$ cat src/rtl/isdu_pkg.sv
// rtl/isdu_pkg.sv - shared types, opcodes, mux encodings and output decode for isdu_seq
//
// Purpose: state enumeration, control-word struct, opcode and mux-select
//          constants, and the state-to-control-word decode used by isdu_seq.
// Ports:   none (package).

package isdu_pkg;

  typedef enum logic [4:0] {
    S_HALTED,
    S_FETCH,
    S_RD,
    S_CAP,
    S_IRLD,
    S_DECODE,
    S_ADD,
    S_AND,
    S_NOT,
    S_BR_TAKEN,
    S_JMP,
    S_LINK,
    S_JSR_T,
    S_LEA,
    S_EA,
    S_WB,
    S_SRC,
    S_WR,
    S_PAUSE1,
    S_PAUSE2
  } state_t;

  typedef struct packed {
    logic       ld_mar;
    logic       ld_mdr;
    logic       ld_ir;
    logic       ld_ben;
    logic       ld_cc;
    logic       ld_reg;
    logic       ld_pc;
    logic       ld_led;
    logic       gate_pc;
    logic       gate_mdr;
    logic       gate_alu;
    logic       gate_marmux;
    logic [1:0] pcmux;
    logic       drmux;
    logic       sr1mux;
    logic       sr2mux;
    logic       addr1mux;
    logic [1:0] addr2mux;
    logic [1:0] aluk;
    logic       mem_oe;
    logic       mem_we;
  } ctrl_t;

  localparam logic [3:0] OP_BR    = 4'b0000;
  localparam logic [3:0] OP_ADD   = 4'b0001;
  localparam logic [3:0] OP_JSR   = 4'b0100;
  localparam logic [3:0] OP_AND   = 4'b0101;
  localparam logic [3:0] OP_LDR   = 4'b0110;
  localparam logic [3:0] OP_STR   = 4'b0111;
  localparam logic [3:0] OP_NOT   = 4'b1001;
  localparam logic [3:0] OP_JMP   = 4'b1100;
  localparam logic [3:0] OP_PAUSE = 4'b1101;
  localparam logic [3:0] OP_LEA   = 4'b1110;

  localparam logic [1:0] PCMUX_PC1  = 2'b00;
  localparam logic [1:0] PCMUX_ADDR = 2'b01;
  localparam logic [1:0] PCMUX_BUS  = 2'b10;

  localparam logic [1:0] ADDR2_ZERO  = 2'b00;
  localparam logic [1:0] ADDR2_OFF6  = 2'b01;
  localparam logic [1:0] ADDR2_OFF9  = 2'b10;
  localparam logic [1:0] ADDR2_OFF11 = 2'b11;

  localparam logic [1:0] ALUK_ADD   = 2'b00;
  localparam logic [1:0] ALUK_AND   = 2'b01;
  localparam logic [1:0] ALUK_NOT   = 2'b10;
  localparam logic [1:0] ALUK_PASSA = 2'b11;

  // Control word for a state. IR bits are stable for the whole instruction,
  // so folding them in keeps the outputs a pure function of the state.
  function automatic ctrl_t decode_ctrl(state_t s, logic ir_5, logic ir_11);
    ctrl_t c;
    c = '0;
    case (s)
      S_FETCH: begin
        c.gate_pc = 1'b1;
        c.ld_mar  = 1'b1;
        c.ld_pc   = 1'b1;
        c.pcmux   = PCMUX_PC1;
      end
      S_RD: c.mem_oe = 1'b1;
      S_CAP: begin
        c.mem_oe = 1'b1;
        c.ld_mdr = 1'b1;
      end
      S_IRLD: begin
        c.gate_mdr = 1'b1;
        c.ld_ir    = 1'b1;
      end
      S_DECODE: c.ld_ben = 1'b1;
      S_ADD, S_AND, S_NOT: begin
        c.gate_alu = 1'b1;
        c.ld_reg   = 1'b1;
        c.ld_cc    = 1'b1;
        c.drmux    = 1'b1;
        c.sr2mux   = ir_5;
        c.aluk     = (s == S_AND) ? ALUK_AND : (s == S_NOT) ? ALUK_NOT : ALUK_ADD;
      end
      S_BR_TAKEN: begin
        c.pcmux    = PCMUX_ADDR;
        c.addr2mux = ADDR2_OFF9;
        c.ld_pc    = 1'b1;
      end
      S_JMP: begin
        c.pcmux    = PCMUX_ADDR;
        c.addr1mux = 1'b1;
        c.addr2mux = ADDR2_ZERO;
        c.ld_pc    = 1'b1;
      end
      S_LINK: begin
        c.gate_pc = 1'b1;
        c.ld_reg  = 1'b1;
        c.drmux   = 1'b0;
      end
      S_JSR_T: begin
        c.pcmux = PCMUX_ADDR;
        c.ld_pc = 1'b1;
        if (ir_11) begin
          c.addr1mux = 1'b0;
          c.addr2mux = ADDR2_OFF11;
        end else begin
          c.addr1mux = 1'b1;
          c.addr2mux = ADDR2_ZERO;
        end
      end
      S_LEA: begin
        c.gate_marmux = 1'b1;
        c.addr2mux    = ADDR2_OFF9;
        c.ld_reg      = 1'b1;
        c.ld_cc       = 1'b1;
        c.drmux       = 1'b1;
      end
      S_EA: begin
        c.ld_mar      = 1'b1;
        c.gate_marmux = 1'b1;
        c.addr1mux    = 1'b1;
        c.addr2mux    = ADDR2_OFF6;
      end
      S_WB: begin
        c.gate_mdr = 1'b1;
        c.ld_reg   = 1'b1;
        c.ld_cc    = 1'b1;
        c.drmux    = 1'b1;
      end
      S_SRC: begin
        // Store data is SR (IR[11:9]) passed through the ALU into MDR.
        c.sr1mux   = 1'b1;
        c.aluk     = ALUK_PASSA;
        c.gate_alu = 1'b1;
        c.ld_mdr   = 1'b1;
      end
      S_WR: c.mem_we = 1'b1;
      S_PAUSE1: c.ld_led = 1'b1;
      default: ;
    endcase
    return c;
  endfunction

endpackage

$ cat src/rtl/isdu_wait_ctr.sv
// rtl/isdu_wait_ctr.sv - memory wait-state down-counter shared by reads and writes
//
// Purpose: 4-bit counter loaded on entry to a memory wait state and
//          decremented while waiting; zero_o marks the final wait cycle.
// Ports:   clk_i, reset_i (sync, active-high), load_i/load_val_i (load
//          value), dec_i (decrement, saturates at 0), zero_o (count is 0).

module isdu_wait_ctr (
  input  logic       clk_i,
  input  logic       reset_i,
  input  logic       load_i,
  input  logic [3:0] load_val_i,
  input  logic       dec_i,
  output logic       zero_o
);

  logic [3:0] cnt_q;
  logic [3:0] cnt_d;

  always_comb begin
    cnt_d = cnt_q;
    if (load_i) begin
      cnt_d = load_val_i;
    end else if (dec_i && (cnt_q != 4'd0)) begin
      cnt_d = cnt_q - 4'd1;
    end
  end

  always_ff @(posedge clk_i) begin
    if (reset_i) begin
      cnt_q <= 4'd0;
    end else begin
      cnt_q <= cnt_d;
    end
  end

  assign zero_o = (cnt_q == 4'd0);

endmodule

$ cat src/rtl/isdu_seq.sv
// rtl/isdu_seq.sv - LC-3 instruction sequencer/decoder with configurable memory waits
//
// Purpose: Moore FSM driving datapath loads, bus gates, mux selects and the
//          SRAM strobes. Optional ready handshake selected by ISDU_MEM_RDY_EN:
//          when defined, reads and writes also wait for mem_rdy_i=1 once the
//          wait counter reaches 0; when undefined, mem_rdy_i is ignored.
// Ports:   clk_i, reset_i (sync, active-high), run_i, continue_i,
//          opcode_i (IR[15:12]), ir_5_i, ir_11_i, ben_i, mem_rdy_i;
//          ld_*_o load enables, gate_*_o bus drivers, mux selects
//          (pcmux_o, drmux_o, sr1mux_o, sr2mux_o, addr1mux_o, addr2mux_o,
//          aluk_o), mem_oe_o / mem_we_o SRAM strobes.

module isdu_seq
  import isdu_pkg::*;
#(
  parameter int unsigned RD_WAIT     = 2,
  parameter int unsigned WR_WAIT     = 1,
  parameter int unsigned PAUSE_FETCH = 0
) (
  input  logic       clk_i,
  input  logic       reset_i,
  input  logic       run_i,
  input  logic       continue_i,
  input  logic [3:0] opcode_i,
  input  logic       ir_5_i,
  input  logic       ir_11_i,
  input  logic       ben_i,
  input  logic       mem_rdy_i,
  output logic       ld_mar_o,
  output logic       ld_mdr_o,
  output logic       ld_ir_o,
  output logic       ld_ben_o,
  output logic       ld_cc_o,
  output logic       ld_reg_o,
  output logic       ld_pc_o,
  output logic       ld_led_o,
  output logic       gate_pc_o,
  output logic       gate_mdr_o,
  output logic       gate_alu_o,
  output logic       gate_marmux_o,
  output logic [1:0] pcmux_o,
  output logic       drmux_o,
  output logic       sr1mux_o,
  output logic       sr2mux_o,
  output logic       addr1mux_o,
  output logic [1:0] addr2mux_o,
  output logic [1:0] aluk_o,
  output logic       mem_oe_o,
  output logic       mem_we_o
);

  // RD holds Mem_OE for RD_WAIT cycles and exits when the counter is 0,
  // so it is loaded with one less than the depth. WR exits on 0 after
  // 1+WR_WAIT cycles, so it is loaded with the depth itself.
  localparam logic [3:0] RD_LOAD = (RD_WAIT == 0) ? 4'd0 : 4'(RD_WAIT - 1);
  localparam logic [3:0] WR_LOAD = 4'(WR_WAIT);

`ifdef ISDU_MEM_RDY_EN
  // With the handshake, every read passes through RD so ready is sampled.
  localparam bit RD_SKIP = 1'b0;
  logic mem_ok;
  assign mem_ok = mem_rdy_i;
`else
  localparam bit RD_SKIP = (RD_WAIT == 0);
  logic mem_ok;
  logic unused_mem_rdy;
  assign mem_ok         = 1'b1;
  assign unused_mem_rdy = mem_rdy_i;
`endif

  state_t state_q, state_d;
  logic   data_rd_q, data_rd_d;   // current read is an LDR operand, not a fetch
  ctrl_t  ctrl_q, ctrl;
  logic   ctr_load, ctr_dec, ctr_zero;
  logic [3:0] ctr_load_val;

  isdu_wait_ctr u_wait_ctr (
    .clk_i      (clk_i),
    .reset_i    (reset_i),
    .load_i     (ctr_load),
    .load_val_i (ctr_load_val),
    .dec_i      (ctr_dec),
    .zero_o     (ctr_zero)
  );

  always_comb begin
    state_d      = state_q;
    data_rd_d    = data_rd_q;
    ctr_load     = 1'b0;
    ctr_load_val = RD_LOAD;
    ctr_dec      = 1'b0;
    case (state_q)
      S_HALTED: if (run_i) state_d = S_FETCH;
      S_FETCH: begin
        data_rd_d = 1'b0;
        if (RD_SKIP) begin
          state_d = S_CAP;
        end else begin
          state_d  = S_RD;
          ctr_load = 1'b1;
        end
      end
      S_RD: begin
        ctr_dec = 1'b1;
        if (ctr_zero && mem_ok) state_d = S_CAP;
      end
      S_CAP: state_d = data_rd_q ? S_WB : S_IRLD;
      S_IRLD: state_d = (PAUSE_FETCH != 0) ? S_PAUSE1 : S_DECODE;
      S_DECODE: begin
        case (opcode_i)
          OP_ADD:         state_d = S_ADD;
          OP_AND:         state_d = S_AND;
          OP_NOT:         state_d = S_NOT;
          OP_BR:          state_d = ben_i ? S_BR_TAKEN : S_FETCH;
          OP_JMP:         state_d = S_JMP;
          OP_JSR:         state_d = S_LINK;
          OP_LEA:         state_d = S_LEA;
          OP_LDR, OP_STR: state_d = S_EA;
          OP_PAUSE:       state_d = S_PAUSE1;
          default:        state_d = S_FETCH;
        endcase
      end
      S_LINK: state_d = S_JSR_T;
      S_EA: begin
        if (opcode_i == OP_STR) begin
          state_d = S_SRC;
        end else begin
          data_rd_d = 1'b1;
          if (RD_SKIP) begin
            state_d = S_CAP;
          end else begin
            state_d  = S_RD;
            ctr_load = 1'b1;
          end
        end
      end
      S_SRC: begin
        state_d      = S_WR;
        ctr_load     = 1'b1;
        ctr_load_val = WR_LOAD;
      end
      S_WR: begin
        ctr_dec = 1'b1;
        if (ctr_zero && mem_ok) state_d = S_FETCH;
      end
      S_PAUSE1: if (continue_i) state_d = S_PAUSE2;
      S_PAUSE2: if (!continue_i) state_d = S_FETCH;
      S_ADD, S_AND, S_NOT, S_BR_TAKEN, S_JMP, S_JSR_T, S_LEA, S_WB:
        state_d = S_FETCH;
      default: state_d = S_HALTED;
    endcase
  end

  // Outputs are registered from the next state so they line up with state_q.
  always_ff @(posedge clk_i) begin
    if (reset_i) begin
      state_q   <= S_HALTED;
      data_rd_q <= 1'b0;
      ctrl_q    <= '0;
    end else begin
      state_q   <= state_d;
      data_rd_q <= data_rd_d;
      ctrl_q    <= decode_ctrl(state_d, ir_5_i, ir_11_i);
    end
  end

  // Reset masks the registered word so SRAM strobes drop in the reset cycle.
  assign ctrl = reset_i ? '0 : ctrl_q;

  assign ld_mar_o      = ctrl.ld_mar;
  assign ld_mdr_o      = ctrl.ld_mdr;
  assign ld_ir_o       = ctrl.ld_ir;
  assign ld_ben_o      = ctrl.ld_ben;
  assign ld_cc_o       = ctrl.ld_cc;
  assign ld_reg_o      = ctrl.ld_reg;
  assign ld_pc_o       = ctrl.ld_pc;
  assign ld_led_o      = ctrl.ld_led;
  assign gate_pc_o     = ctrl.gate_pc;
  assign gate_mdr_o    = ctrl.gate_mdr;
  assign gate_alu_o    = ctrl.gate_alu;
  assign gate_marmux_o = ctrl.gate_marmux;
  assign pcmux_o       = ctrl.pcmux;
  assign drmux_o       = ctrl.drmux;
  assign sr1mux_o      = ctrl.sr1mux;
  assign sr2mux_o      = ctrl.sr2mux;
  assign addr1mux_o    = ctrl.addr1mux;
  assign addr2mux_o    = ctrl.addr2mux;
  assign aluk_o        = ctrl.aluk;
  assign mem_oe_o      = ctrl.mem_oe;
  assign mem_we_o      = ctrl.mem_we;

endmodule
$ cat config.mk
export PLATFORM = sky130hd
export DESIGN_NAME = isdu_seq
export DESIGN_NICKNAME = d
export VERILOG_FILES = /design/src/rtl/isdu_pkg.sv /design/src/rtl/isdu_wait_ctr.sv /design/src/rtl/isdu_seq.sv
export SDC_FILE = /design/constraint.sdc
export NUM_CORES = 1
export LEC_CHECK = 0
export ABC_AREA = 0
export CAP_MARGIN = 20
export CORE_MARGIN = 2
export CORE_UTILIZATION = 35
export DETAILED_ROUTE_END_ITERATION = 8
export SYNTH_ARGS = -nofsm -noshare
export SYNTH_HDL_FRONTEND = slang
export SYNTH_HIERARCHICAL = 1
export SYNTH_SLANG_ARGS = --single-unit
$ cat constraint.sdc
create_clock -name clk_i -period 7.2 [get_ports clk_i]
set_clock_uncertainty 0.15 [all_clocks]
set_input_delay 0.72 -clock clk_i [delete_from_list [all_inputs] [get_ports clk_i]]
set_output_delay 0.72 -clock clk_i [all_outputs]
set_load 0.02 [all_outputs]
Word-level counts from Yosys, hierarchy flattened:

Cells that the tools add are included.

* register bits: 33
* bits of input ports: 12
* output and inout port bits: 24
* word-level logic and storage cells: 141

* add/subtract/negate cells: 1
* equal/unequal tests: 47
* mux-type cells: 40
* bitwise logic cells: 1
* reductions and logical operators: 28

Operators by type and width (number)
* $eq A5 B4 Y1 const B: 16
* $pmux W5 S13: 1
* $pmux W5 S9: 1
* $eq A5 B3 Y1 const B: 8
* $eq A5 B5 Y1 const B: 7
* $mux W5: 6
* $reduce_or A2 Y1: 13
* $mux W24: 1
* $mux W1: 21
* $eq A5 B2 Y1 const B: 4
* $eq A4 B3 Y1 const B: 4
* $eq A4 B4 Y1 const B: 4
* $eq A5 B1 Y1 const B: 2
* $logic_not A4 Y1: 2
* $mux W4: 2
* $reduce_or A4 Y1: 2
* $reduce_or A8 Y1: 1
* $pmux W1 S2: 3
* $pmux W2 S3: 1
* $reduce_or A3 Y1: 2
* $reduce_or A6 Y1: 1
* $logic_not A5 Y1: 1
* $reduce_or A5 Y1: 1
* $eq A4 B1 Y1 const B: 1
* other kinds (10): 12

Depth between registers and ports, before layout:

Gate-level depths: netlist of the first run.

* depth after elaboration: 8
* gate-level depth with buffers: 11
* gate-level depth less buffers: 10

Hierarchy:

Netlist of the first run, hierarchy kept.

Modules (own cells, without submodules)
* isdu_seq: times used 1, cells each 192, area each 1500.2 sq um, sequential area each 560.5 sq um
* isdu_wait_ctr: times used 1, cells each 29, area each 262.8 sq um, sequential area each 80.1 sq um

Least setup slack after synthesis of the first run:

No wires, ideal clock.

* path type: reg-to-reg
* start point: register u_wait_ctr.cnt_q[1]
* end point: register ctrl_q[23] in the netlist's numbering
* library setup time: 71 ps
* arrival time: 2227 ps
* required time: 6979 ps
* slack: 4752 ps
* cell stages (with the launch flop): 12
* buffers on the path: 1
* clock period less this slack: 2448 ps
* cell sequence: dfxtp_1 inv_1 ha_1 or3b_4 inv_1 mux2i_1 o21ai_0 o311ai_0 o41a_1 buf_2 or4_1 a21oi_1

* word-level cells in the longest chain between the ends: 6
* elaborated cells on any way between the ends: 8
* classes of those cells: eq/ne (2); mux (4); reduce/logical (2)

Ends and longest elaborated chain
* from (decl): RTL line isdu_wait_ctr.sv:17 `logic [3:0] cnt_q;`
* from (signal assigned): RTL line isdu_wait_ctr.sv:33 `cnt_q <= cnt_d;`
* $logic_not A4 Y1 (*): RTL line isdu_wait_ctr.sv:37 `assign zero_o = (cnt_q == 4'd0);`
* named net ctr_zero: RTL line isdu_seq.sv:74 `logic ctr_load, ctr_dec, ctr_zero;`
* $mux W5, on equally long branches: RTL line isdu_seq.sv:144, isdu_seq.sv:105
* $pmux W5 S13 (*): RTL line isdu_seq.sv:92 `case (state_q)`
* $eq A5 B4 Y1 or $eq A5 B1 Y1 (tied branches): RTL line isdu_pkg.sv:86 `case (s)`
* $reduce_or A2 Y1 (no line) (*)
* $mux W1 (*): RTL line isdu_pkg.sv:86
* to (signal assigned): RTL line isdu_seq.sv:163 `ctrl_q <= decode_ctrl(state_d, ir_5_i, ir_11_i);`
* to (decl): RTL line isdu_seq.sv:73 `ctrl_t ctrl_q, ctrl;`

Mark *: on every way through the listed nets, which the timed path passes. The rest lies on a longest branch.
A chain may end at the register's enable or synchronous reset.

Final worst setup path of the first run:

* start point: input reset_i
* end point: output drmux_o

* word-level cells in the longest chain between the ends: 1

Ends and longest elaborated chain
* from (decl): RTL line isdu_seq.sv:21 `input logic reset_i,`
* $mux W24: RTL line isdu_seq.sv:168 `assign ctrl = reset_i ? '0 : ctrl_q;`
* to (decl): RTL line isdu_seq.sv:42 `output logic drmux_o,`

No other way between the ends.

==> run metrics, run 1 <==
outcome finished, final reports clean; unrepaired setup endpoints after global routing false; RD Place Congestion 0.796; syn avg cell area 7.98 µm²; MaxCap Viol Count 0; sequential fraction of the synthesis area 36.3%; CP max stage delay 0.55 ns; Clock Latency Late Sink 0.28 ns; top cell type's share of synthesized area 36.3%; met2 Use GR 22.7%; minimum clock period after layout 3.12 ns; Post-DRT Antenna Nets 0; fin crit share 43.3%; worst setup path startpoint reset_i; post-CTS sizing 0; Pwr Density 225 nW/µm²; initial drt markers 103; worst-margin pin slew 0.612 ns; reg-to-reg endpoint ctrl_q[23]; total chip power 0.000504 W; CTS tree yes; number of synthesized flops with an enable pin 0; clock slew at reported path FFs 0.06 ns; Via-to-Cell Ratio 4.97; Hold Fails Final Rpt 0; hpwl dp 2740 µm; worst hold stages 2; Initial Util 36.8%; CP bufs+invs 3; worst r2r src u_wait_ctr/cnt_q[1]; CTS H-tree depth 2; largest net degree at the start of global routing 50; CP startpoint kind input port; critical-path maximum fanout 49; Final setup viols 0; HP Class reg2reg; detailed-route wire length 3790 µm; Worst setup EP type primary output; R2R cell count 10; synthesized cell area 1760 µm²; layout cells sized above 1 5.56%; first-pass GRT wire length 6430 µm; met1 Resource Use GR 20.6%; max-slew violations 0; top cells by area, synth dfxtp_1 (36%), nor2b_1 (9.2%), nor2_1 (4.5%); data arrival time of the worst path 2.25 ns; drt pass-1 iters 4; most frequent cells in the layout clkdlybuf4s50_1 (33), dfxtp_1 (32), nor2b_1 (26); die width 75.0 µm; Slew headroom 58.8%; CP top delay family buffers and inverters; Post-CTS Hold Buffers 0; reg2reg setup slack 4.48 ns; Ys Warns 6; synth unique cells 51; Max Freq 321 MHz; Critical Path, Cell by Cell clkdlybuf4s50_1 > buf_4 > nor2b_1 > clkdlybuf4s50_1; Max Buffers Root-to-Sink 2; Rows 25; Inserted Diodes 0; Layout Nets 264; busiest grt layer met2; Synth Flop Type dfxtp_1; Clock Sinks 32; flops & latches, synth 32; Hold Path End data_rd_q; Port Buf Inserts 33; met3 Usage GRT 3.75%; WL per Instance 11.9 µm; Core Area 4790 µm²; CP dominant cell by count clkdlybuf4s50_1; initial antenna violation count 0; Post-CTS Setup Inserts 0; Async SR Flop Fraction 0%; CTS Root Cell clkbuf_8; gr usage total 14.9%; Crit Path Category in2out; Die ar. 5620 µm²; Leak Pwr 0.811 nW; largest area contributor in the netlist dfxtp_1; vias in the first global route 1385; Ports 36; DRC Markers 0; most common cell after layout, fill and taps aside clkdlybuf4s50_1; vias after detailed routing 1585; Layout area overhead 26.9%; Peak VDD IR 0.0794 mV; post-synthesis instance total 221; setup TNS 0 ns; Worst Path Required 6.33 ns; hold path start data_rd_q; total gr overflow 0; Critical Path Slowest Stage Cell clkdlybuf4s50_1; Die Y 75.0 µm; clock buffer count from CTS 5
[tightest hold or removal path: cells and delay by family, from the launching register on]
family | cells | cell delay [ns]
compound gates | 2 | 0.14
flops | 1 | 0.33
[kinds of logic (layout without fill, tap and decap cells)]
kind of cell / after synthesis / in the layout / synth area share [%]
simple gates: 109 / 109 / 34.3
compound gates: 48 / 48 / 18.7
flops: 32 / 32 / 36.3
buf+inv: 22 / 50 / 5.68
mux: 4 / 4 / 2.34
xor+xnor: 3 / 3 / 1.49
other cells: 2 / 5 / 0.426
fa+ha+maj: 1 / 1 / 0.710
[report_power, final]
part           internal, W  total (W)  switching, W
clock network     0.000102   0.000164     0.0000616
registers         0.000190   0.000201     0.0000115
logic            0.0000562   0.000138     0.0000820
[Yosys cell counts, drive strengths merged (2+ instances only)]
| cell type | number |
|---|---|
| conb | 2 |
| o311ai | 2 |
| a311oi | 2 |
| nand3b | 4 |
| o21ai | 11 |
| or3 | 2 |
| nand2 | 16 |
| and2 | 2 |
| clkbuf | 6 |
| a211oi | 2 |
| inv | 7 |
| or3b | 2 |
| a21oi | 13 |
| nand3 | 11 |
| a31oi | 2 |
| nand4b | 2 |
| nand2b | 3 |
| nor2 | 21 |
| dfxtp | 32 |
| mux2i | 3 |
| nor4 | 2 |
| buf | 9 |
| xnor2 | 3 |
| o21a | 2 |
| nor3 | 8 |
| nor2b | 26 |
| o22ai | 2 |
| a21o | 2 |
| and3 | 3 |
[registers in the layout, indices dropped and copies added (netlist names)]
name              cells
ctrl_q               22
state_q               5
u_wait_ctr/cnt_q      4
data_rd_q             1
[metrics by stage]
| step | utilization, % | hold WS [ns] | area, µm² | worst slack [ns] | instances |
|---|---|---|---|---|---|
| after floorplan | - | 0.324 | 1770 | 4.75 | 224 |
| after global placement | 44.5 | 0.358 | 2130 | 4.01 | 311 |
| after detailed placement | 44.5 | 0.365 | 2130 | 3.99 | 311 |
| after CTS | 46.7 | 0.374 | 2240 | 4.06 | 319 |
| after global routing | 46.7 | 0.424 | 2240 | 3.97 | 319 |
| final | 46.7 | 0.372 | 2240 | 4.08 | 319 |
[area by class of cell]
type,instances,area (µm²)
fillers,497,2550
multi-input cells,170,1030
flip-flops and latches,32,641
repair buffers,35,345
well taps,67,83.8
clock buffers,6,72.6
clock inverters,2,35.0
inverters,7,26.3
[layer usage]
metal	wire length, µm	vias up
met4	60	0
met2	1650	57
met1	1850	686
met3	235	7
li1	-	835
met5	0	-
[how the worst max path moves through the flow]
stage	cells after the start	to
2_1_floorplan	11	ctrl_q[23]
3_3_place_gp	7	ctrl_q[13]
3_5_place_dp	7	ctrl_q[13]
4_1_cts	4	drmux_o
5_1_grt	4	ld_cc_o
6_report	4	drmux_o
No activity file was read; power rests on OpenSTA's default activity.
==> inputs of run 2 (changes only) <==
- clock period: 7.2 -> 2.5 ns (I/O delays scaled with it)
==> run 2 against run 1 <==
  * Utilization grew 3.9 points
  * Final cell count grew 7.2%
  * Die area did not move
  * Combinational power rose to 3.9 times the previous value
  * Count of clock-buffer cells in the layout increased by 2
  * Register-to-register slack got worse by 4.4 ns
  * Global-route usage up 0.68 points
  * Clock power rose by 140%
  * Non-clock buffer count rose by 23
  * Sequential cell count unchanged
  * Sequential share of layout area down 2.2 points
  * Critical path type is now reg2reg
  * Largest cell class unchanged
==> run metrics, run 2 (synthesis gave the netlist of run 1 again) <==
critical-path maximum fanout 3 (was 49); met2 WL post-DR 1850 µm (was 1650 µm); Largest Register ctrl_q (unchanged); most frequent cells in the layout clkdlybuf4s50_1 (33), dfxtp_1 (32), nor2b_1 (26) (unchanged); Ports 36 (unchanged); layout cells sized above 1 14.5% (was 5.56%); Layout area overhead 37.5% (was 26.9%); drt pass-1 iters 5 (was 4); top flop regs ctrl_q x22, state_q x5, u_wait_ctr/cnt_q x4 (unchanged); clock slew at reported path FFs 0.06 ns (about the same); most common cell after layout, fill and taps aside clkdlybuf4s50_1 (unchanged); Leak Pwr 0.930 nW (was 0.811 nW); wl on met1 1930 µm (was 1850 µm); gr usage total 15.6% (was 14.9%); Layout Nets 287 (was 264); Worst Path Required 2.57 ns (was 6.33 ns); outcome finished, final reports clean (unchanged); Die ar. 5620 µm² (unchanged); Core Area 4790 µm² (unchanged); detailed-route wire length 3990 µm (was 3790 µm); Max Buffers Root-to-Sink 2 (unchanged); fin crit share 95.8%; first-pass GRT wire length 6650 µm (was 6430 µm); Post-CTS Setup Inserts 0 (unchanged); Post-DRT Antenna Nets 0 (unchanged); clock buffer count from CTS 5 (unchanged); Clock Latency Late Sink 0.28 ns (about the same); Rows 25 (unchanged); Post-DP Area 2310 µm² (was 2130 µm²); CTS Root Cell clkbuf_8 (unchanged); Worst setup EP type register (was primary output); Worst Hold Slack 0.372 ns (about the same); final worst slack 0.106 ns (was 4.08 ns); minimum clock period after layout 2.39 ns; max layer used met4 (unchanged); CTS tree yes (unchanged); Slew headroom 41.7% (was 58.8%); unrepaired setup endpoints after global routing true (was false); Post-CTS Hold Buffers 0 (unchanged); RD Place Congestion 0.844 (was 0.796); Inserted Diodes 0 (unchanged); Max Freq 418 MHz; Pwr Density 622 nW/µm² (was 225 nW/µm²); HP Class reg2reg (unchanged); Peak VDD IR 0.225 mV (was 0.0794 mV); Final setup viols 0 (unchanged); total gr overflow 0 (unchanged); data arrival time of the worst path 2.46 ns (was 2.25 ns); vias in the first global route 1451 (was 1385); MaxCap Viol Count 0 (unchanged); hpwl dp 3010 µm (was 2740 µm); worst slack, placed -0.0977 ns (was 3.99 ns); CTS H-tree depth 2 (unchanged); Crit Path Category reg2reg (was in2out); Port Buf Inserts 33 (unchanged); largest net degree at the start of global routing 50 (unchanged); Via-to-Cell Ratio 4.86 (was 4.97); Die Y 75.0 µm (unchanged); max FFs per register 22 (unchanged); Hold Fails Final Rpt 0 (unchanged); WL per Instance 11.7 µm (was 11.9 µm); initial drt markers 87 (was 103); Finished Cell Area 2420 µm² (was 2240 µm²); die width 75.0 µm (unchanged); Clock Sinks 32 (unchanged); worst-margin pin slew 0.863 ns (was 0.612 ns); max-slew violations 0 (unchanged); DRC Markers 0 (unchanged); initial antenna violation count 0 (unchanged); vias after detailed routing 1661 (was 1585); Initial Util 36.8% (unchanged); metal3 WL 149 µm (was 235 µm); CP startpoint kind register (was input port)
[run 2: critical path: stages (launching register included)]
cell,delay (ns)
dfxtp_1,0.32
inv_1,0.09
ha_1,0.17
or3b_4,0.40
inv_1,0.07
nor2b_1,0.11
o21ai_0,0.10
nand3_1,0.17
nand3_2,0.10
or4_4,0.53
a21oi_2,0.12
[run 2: layer usage]
metal / GRT usage, % / vias to the layer above
met4: 6.15 / 0
met3: 3.61 / 5
met5: 0 / -
li1: - / 880
met1: 20.9 / 737
met2: 24.3 / 39
[run 2: metrics by stage]
| step | total power (W) | util [%] | TNS [ns] | std cells |
|---|---|---|---|---|
| after floorplan | 0.000887 | - | 0 | 224 |
| after global placement | 0.00109 | 48.4 | -0.0626 | 334 |
| after detailed placement | 0.00109 | 48.4 | -0.326 | 334 |
| after CTS | 0.00149 | 50.2 | 0 | 342 |
| after global routing | 0.00160 | 50.7 | -0.0460 | 342 |
| final | 0.00151 | 50.7 | 0 | 342 |
[run 2: final cells by class]
class / instances / area (µm²)
Fill cell: 467 / 2360
Tap cell: 67 / 83.8
Multi-Input combinational cell: 170 / 1050
Clock buffer: 8 / 90.1
Sequential cell: 32 / 641
Timing Repair Buffer: 58 / 531
Inverter: 7 / 26.3
[run 2: power breakdown]
group | switching [W] | internal [W] | total [W]
combinational | 0.000274 | 0.000262 | 0.000536
clock | 0.000177 | 0.000224 | 0.000401
sequential | 0.0000238 | 0.000547 | 0.000571
[run 2: worst paths after layout]
| path | start | end | slack, ns | depth (start not counted) |
|---|---|---|---|---|
| setup / recovery | u_wait_ctr/cnt_q[0] | ctrl_q[23] | 0.11 | 10 |
| setup reg to reg | u_wait_ctr/cnt_q[0] | ctrl_q[23] | 0.11 | 10 |
| hold / removal | data_rd_q | data_rd_q | 0.37 | 2 |
| hold reg to reg | data_rd_q | data_rd_q | 0.37 | 2 |
[run 2: repair_timing]
action	CTS	global route
pin swaps	0	2
setup endpoints to repair	1	6
resized for setup	1	6
